`config.mk`:
```
export PLATFORM = sky130hd
export DESIGN_NAME = pipelined_rca
export DESIGN_NICKNAME = d
export VERILOG_FILES = /design/src/rtl/pipelined_rca.sv
export SDC_FILE = /design/constraint.sdc
export NUM_CORES = 1
export LEC_CHECK = 0
export CAP_MARGIN = 5
export CORE_MARGIN = 2
export CORE_UTILIZATION = 40
export CTS_CLUSTER_DIAMETER = 50
export DETAILED_ROUTE_END_ITERATION = 10
export GPL_TIMING_DRIVEN = 0
export SYNTH_ARGS = -nofsm -noshare
export SYNTH_HDL_FRONTEND = slang
export SYNTH_SLANG_ARGS = --single-unit
```
`constraint.sdc`:
```
create_clock -name clk -period 5.09 [get_ports clk]
set_input_delay 1.018 -clock clk [delete_from_list [all_inputs] [get_ports clk]]
set_output_delay 1.018 -clock clk [all_outputs]
set_load 0.02 [all_outputs]
```
`src/rtl/pipelined_rca.sv`:
```
// ---------------------------------------------------------------------------
// pipelined_rca
//
// Pipelined ripple-carry adder/subtractor built from full-adder cells.  The
// WIDTH-bit operation is cut into STAGES = WIDTH/SEG segments.  Each segment
// is a SEG-bit ripple chain followed by a register.  A valid bit travels with
// the data, and the pipeline honours the processor's stall and flush controls.
//
// Parameters
//   WIDTH      operand / result width in bits (default 32)
//   SEG        bits per pipeline segment (default 8); WIDTH % SEG must be 0
//
// Ports
//   clk        rising-edge clock
//   rst        synchronous, active-high reset
//   valid_in   operands present this cycle
//   a, b       operands (WIDTH bits)
//   sub        1: a - b (b inverted, carry-in forced to 1); 0: a + b + cin
//   cin        carry-in for add; ignored for subtract
//   stall      freeze the entire pipeline
//   flush      kill every in-flight operation, including the incoming one
//   valid_out  result valid
//   sum        result (modulo 2^WIDTH)
//   cout       carry out of the MSB; for subtract 1 means no borrow
//   ovf        signed overflow  (only with PIPELINED_RCA_FLAGS_EN, else 0)
//   zero       sum == 0         (only with PIPELINED_RCA_FLAGS_EN, else 0)
//
// Optional feature macro: PIPELINED_RCA_FLAGS_EN
//   When defined, the final stage also registers the ovf and zero flags,
//   aligned with sum.  When undefined, both outputs are tied low and no flag
//   logic exists.
//
// Latency is exactly STAGES cycles: an operation accepted at edge N appears
// on the outputs after edge N+STAGES-1.  Throughput is one operation per
// unstalled cycle.
// ---------------------------------------------------------------------------
module pipelined_rca #(
    parameter int WIDTH = 32,
    parameter int SEG   = 8
) (
    input  logic             clk,
    input  logic             rst,
    input  logic             valid_in,
    input  logic [WIDTH-1:0] a,
    input  logic [WIDTH-1:0] b,
    input  logic             sub,
    input  logic             cin,
    input  logic             stall,
    input  logic             flush,
    output logic             valid_out,
    output logic [WIDTH-1:0] sum,
    output logic             cout,
    output logic             ovf,
    output logic             zero
);

    localparam int STAGES = WIDTH / SEG;

    // A partial last segment would silently drop or misalign bits, so refuse
    // to elaborate rather than build a wrong adder.
    if ((SEG < 1) || (WIDTH % SEG != 0)) begin : g_bad_seg
        $error("pipelined_rca: WIDTH (%0d) must be a non-zero multiple of SEG (%0d)",
               WIDTH, SEG);
    end

    // Subtract is a + ~b + 1, so inversion and carry-in forcing happen once,
    // before the first segment; later segments only ever see the effective B.
    logic [WIDTH-1:0] b_eff;
    logic             carry_in0;

    assign b_eff     = sub ? ~b : b;
    assign carry_in0 = sub | cin;

    // One full-adder cell: returns {carry_out, sum_bit}.
    function automatic logic [1:0] full_add(input logic x, input logic y, input logic ci);
        logic s;
        logic co;
        s  = x ^ y ^ ci;
        co = (x & y) | (x & ci) | (y & ci);
        return {co, s};
    endfunction

    for (genvar k = 0; k < STAGES; k++) begin : g_stage
        // Number of operand bits that still have to be added by later stages.
        localparam int REM = WIDTH - (k + 1) * SEG;

        logic [SEG-1:0]         seg_a;
        logic [SEG-1:0]         seg_b;
        logic                   seg_cin;
        logic                   in_valid;
        logic [SEG-1:0]         seg_sum;
        logic                   seg_cout;
        logic [(k+1)*SEG-1:0]   sum_next;

        logic [(k+1)*SEG-1:0]   sum_q;
        logic                   carry_q;
        logic                   valid_q;

        // Operand segment, carry and valid come from the ports for the first
        // stage and from the previous stage's registers for every later one.
        // The skew registers are kept shifted so the next segment to add is
        // always in their low SEG bits.  The finished lower sum bits travel in
        // sum_q (the deskew path) and grow by one segment per stage.
        if (k == 0) begin : g_in
            assign seg_a    = a[SEG-1:0];
            assign seg_b    = b_eff[SEG-1:0];
            assign seg_cin  = carry_in0;
            assign in_valid = valid_in;
            assign sum_next = seg_sum;
        end else begin : g_in
            assign seg_a    = g_stage[k-1].g_skew.a_q[SEG-1:0];
            assign seg_b    = g_stage[k-1].g_skew.b_q[SEG-1:0];
            assign seg_cin  = g_stage[k-1].carry_q;
            assign in_valid = g_stage[k-1].valid_q;
            assign sum_next = {seg_sum, g_stage[k-1].sum_q};
        end

        // The segment's ripple chain: SEG full-adder cells in series.
        always_comb begin
            logic c;
            c       = seg_cin;
            seg_sum = '0;
            for (int i = 0; i < SEG; i++) begin
                {c, seg_sum[i]} = full_add(seg_a[i], seg_b[i], c);
            end
            seg_cout = c;
        end

        // Stage register.  Stall freezes everything; flush only has to kill the
        // valid bit because data in an invalid slot is never looked at.  Flush
        // is applied last so it wins over stall and over a new valid_in.
        always_ff @(posedge clk) begin
            if (rst) begin
                sum_q   <= '0;
                carry_q <= 1'b0;
                valid_q <= 1'b0;
            end else begin
                if (!stall) begin
                    sum_q   <= sum_next;
                    carry_q <= seg_cout;
                    valid_q <= in_valid;
                end
                if (flush) begin
                    valid_q <= 1'b0;
                end
            end
        end

        // Skew registers carrying the not-yet-added operand bits forward.
        // The last stage has nothing left to forward, so it has none.
        if (k < STAGES - 1) begin : g_skew
            logic [REM-1:0] a_q;
            logic [REM-1:0] b_q;
            logic [REM-1:0] a_next;
            logic [REM-1:0] b_next;

            if (k == 0) begin : g_src
                assign a_next = a[WIDTH-1:SEG];
                assign b_next = b_eff[WIDTH-1:SEG];
            end else begin : g_src
                assign a_next = g_stage[k-1].g_skew.a_q[REM+SEG-1:SEG];
                assign b_next = g_stage[k-1].g_skew.b_q[REM+SEG-1:SEG];
            end

            // Skew registers follow the same hold/clear rules as the stage.
            always_ff @(posedge clk) begin
                if (rst) begin
                    a_q <= '0;
                    b_q <= '0;
                end else if (!stall) begin
                    a_q <= a_next;
                    b_q <= b_next;
                end
            end
        end

`ifdef PIPELINED_RCA_FLAGS_EN
        // Flags live in the final stage so they line up with sum without any
        // extra latency.  In the top segment, bit SEG-1 is the operand MSB.
        if (k == STAGES - 1) begin : g_flags
            logic ovf_q;
            logic zero_q;
            logic ovf_next;

            assign ovf_next = (seg_a[SEG-1] == seg_b[SEG-1]) &
                              (seg_sum[SEG-1] != seg_a[SEG-1]);

            // Flag registers hold under stall just like the sum they describe.
            always_ff @(posedge clk) begin
                if (rst) begin
                    ovf_q  <= 1'b0;
                    zero_q <= 1'b0;
                end else if (!stall) begin
                    ovf_q  <= ovf_next;
                    zero_q <= ~|sum_next;
                end
            end
        end
`endif
    end

    assign valid_out = g_stage[STAGES-1].valid_q;
    assign sum       = g_stage[STAGES-1].sum_q;
    assign cout      = g_stage[STAGES-1].carry_q;

`ifdef PIPELINED_RCA_FLAGS_EN
    assign ovf  = g_stage[STAGES-1].g_flags.ovf_q;
    assign zero = g_stage[STAGES-1].g_flags.zero_q;
`else
    assign ovf  = 1'b0;
    assign zero = 1'b0;
`endif

endmodule

```
==> metrics <==
status=complete, no violations; Residual DRC=0; ANT cells=0; Num CTS Buffers=17; DP HPWL=12200 um; Max-slew headroom=0.430; Worst Slack Setup Final=0.414 ns; Fin Clk Skew=a little under 0.006 ns; Slowest-stage cell, CP=clkdlybuf4s50_1; Seq/Total Area, Yosys=0.477; Skew-Pair Late Insertion Delay=0.43 ns; CP top delay family=adder cells; router iterations before antenna repair=4; drt total wl=16600 um; CP Capture Type=register; Placeable Area=between 0.015 and 0.02 mm2; total congestion overflow=0; post-route minimum period=approximately 4.7 ns; Via Count=5015; Setup WS pre-CTS=-0.0663 ns; # port buffers=slightly above 100; hold buffer count at CTS=0; Hold Path Class=register to register; Cell Count Post-Placement=between 1k and 1.5k; final setup vio count=0; Synth Flop Type=dfxtp_1; crit share post-route=0.919; Row Count=50; Setup CP Type=input pin to register; antenna viol nets, final=0; H-tree levels=4; post-CTS setup buffer count=0; layout cells sized above 1=0.0936; vias per cell=roughly 4.6; Max clock buf depth=2; #FFs+latches synth=~180; gr usage total=0.172; Synth Area per Inst=11.1 um2; most common cell after layout, fill and taps aside=dfxtp_1; most frequent CP cell=fa_1; first-pass GRT wire length=about 27000 um; initial DRC count=around 170; mapped cell area=about 0.0077 mm2; CP Cell Sequence=clkdlybuf4s50_1 > xor2_1 > fa_1 > inv_1 > fa_1 > fa_1 > fa_1 > fa_1 > fa_1 > fa_1 > inv_1 > fa_1 > mux2i_1 > nor2_1; startpoint type of the worst setup path=input pin; Synth cell types=20; Final GP Congestion=just under 0.8; Post-synth EDFFs=0; vias in the first global route=around 5.2k; P_leak=0.00405 uW; clk root buf=clkbuf_16; Max Cap Violations=0; CP Buf/Inv Count=3; Die ar.=between 0.02 and 0.025 mm2; clock sinks=approximately 180; Finished Layout Cells=1093; WL per Instance=approximately 15 um; crit-path max FO=1; Arr. time, crit path=roughly 5.0 ns; Initial Util=0.410; die height=about 140 um; YS warnings=0; Slew Limit Fails=0; Hold Fails Final Rpt=0; ys async rst share=0; Fmax achieved=around 210 MHz; initial antenna violation count=0; nets=923; PwrDens=336 mW/mm2; num ports=roughly 110; delay of the slowest cell on the worst path=~0.47 ns; post_cts resized=0; largest net degree at the start of global routing=17; Critical Path RT=5.39 ns; Setup TNS=0 ns; die extent in x=about 140 um; Worst Tran Pin Value=~0.85 ns; RSZ-0062 raised after global routing=no; synthesized instance count=approximately 700; peak supply drop=between 200 and 250 uV; CTS tree=built; commonest cells after routing, fill and taps aside=dfxtp_1, mux2i_1, nor2_1; Area Overhead vs Synth=25.0%; clock-pin slew on the worst setup and hold paths=approximately 0.07 ns
## layout make-up
| type | instances | area, um2 |
|---|---|---|
| Fill cell | 1677 | 9170 |
| Sequential cell | 184 | 3680 |
| Multi-Input combinational cell | 435 | 3560 |
| Timing Repair Buffer | 101 | 1010 |
| Clock buffer | 22 | 474 |
| Buffer | 51 | 379 |
| Tap cell | 260 | 325 |
| Clock inverter | 10 | 120 |
| Inverter | 30 | 113 |
## worst min-delay path, stage by stage, from the launching register on
cell and delay (ns):
dfxtp_1 0.33, mux2i_1 0.06, nor2_1 0.07
## through the flow
step	utilization	hold WS, ns	cell area [um2]	total power [uW]
after floorplan	-	0.460	7730	1830
after global placement	0.482	0.469	9070	1970
after detailed placement	0.482	0.479	9070	1980
after CTS	0.513	0.495	9660	3290
after global routing	0.513	0.515	9660	3390
final	0.513	0.491	9660	3250
## cells by family after synthesis
kind of cell    share of synthesized area
simple gates                        0.103
flops                               0.477
mux                                 0.188
buf+inv                            0.0636
compound gates                     0.0489
fa+ha+maj                          0.0829
xor+xnor                           0.0363
other cells                      0.000485
## where the power goes
group          internal [uW]  leakage (uW)  total, uW  switching [uW]
registers               1510       0.00150       1560            43.1
clock network            764      0.000286       1310             544
logic                    199       0.00226        388             189
## cells in the mapped netlist, types with 5 or more instances
cell type | n | area share
dfxtp_1 | 184 | 0.48
buf_6 | 19 | 0.028
inv_1 | 29 | 0.014
fa_1 | 32 | 0.083
xnor2_1 | 30 | 0.034
nor2b_1 | 39 | 0.032
buf_4 | 5 | 0.0049
a211oi_1 | 22 | 0.021
a211oi_2 | 17 | 0.028
mux2i_1 | 145 | 0.19
clkbuf_1 | 18 | 0.0087
nor2_1 | 141 | 0.068
## path summary, 6_finish.rpt
| path | from | endpoint | slack (ns) | cells after the start |
|---|---|---|---|---|
| worst max-delay path | b[0] | g_stage[0].sum_q[7]$_SDFFE_PP0N_ | 0.41 | 14 |
| worst min-delay path | g_stage[1].g_skew.b_q[12]$_SDFFE_PP0N_ | g_stage[2].g_skew.b_q[4]$_SDFFE_PP0N_ | 0.49 | 2 |
| worst max register to register | g_stage[2].carry_q$_SDFFE_PP0N_ | sum[31]$_SDFFE_PP0N_ | 1.23 | 12 |
| worst min register to register | g_stage[1].g_skew.b_q[12]$_SDFFE_PP0N_ | g_stage[2].g_skew.b_q[4]$_SDFFE_PP0N_ | 0.49 | 2 |
## metal layers
metal  share of wire  global-route usage  up-vias
met5               0                   0        -
met4           0.018              0.0641        0
met3           0.037              0.0325       22
met2            0.48               0.292       98
met1            0.46               0.217     2374
li1                -                   -     2521
## sequential cells by signal (all words and copies together), names as in the netlist
name / count
valid_out: 1
g_stage.sum_q: 48
cout: 1
g_stage.g_skew.a_q: 48
g_stage.valid_q: 3
sum: 32
g_stage.g_skew.b_q: 48
g_stage.carry_q: 3
Note: power is estimated with default switching activity, not from simulation.
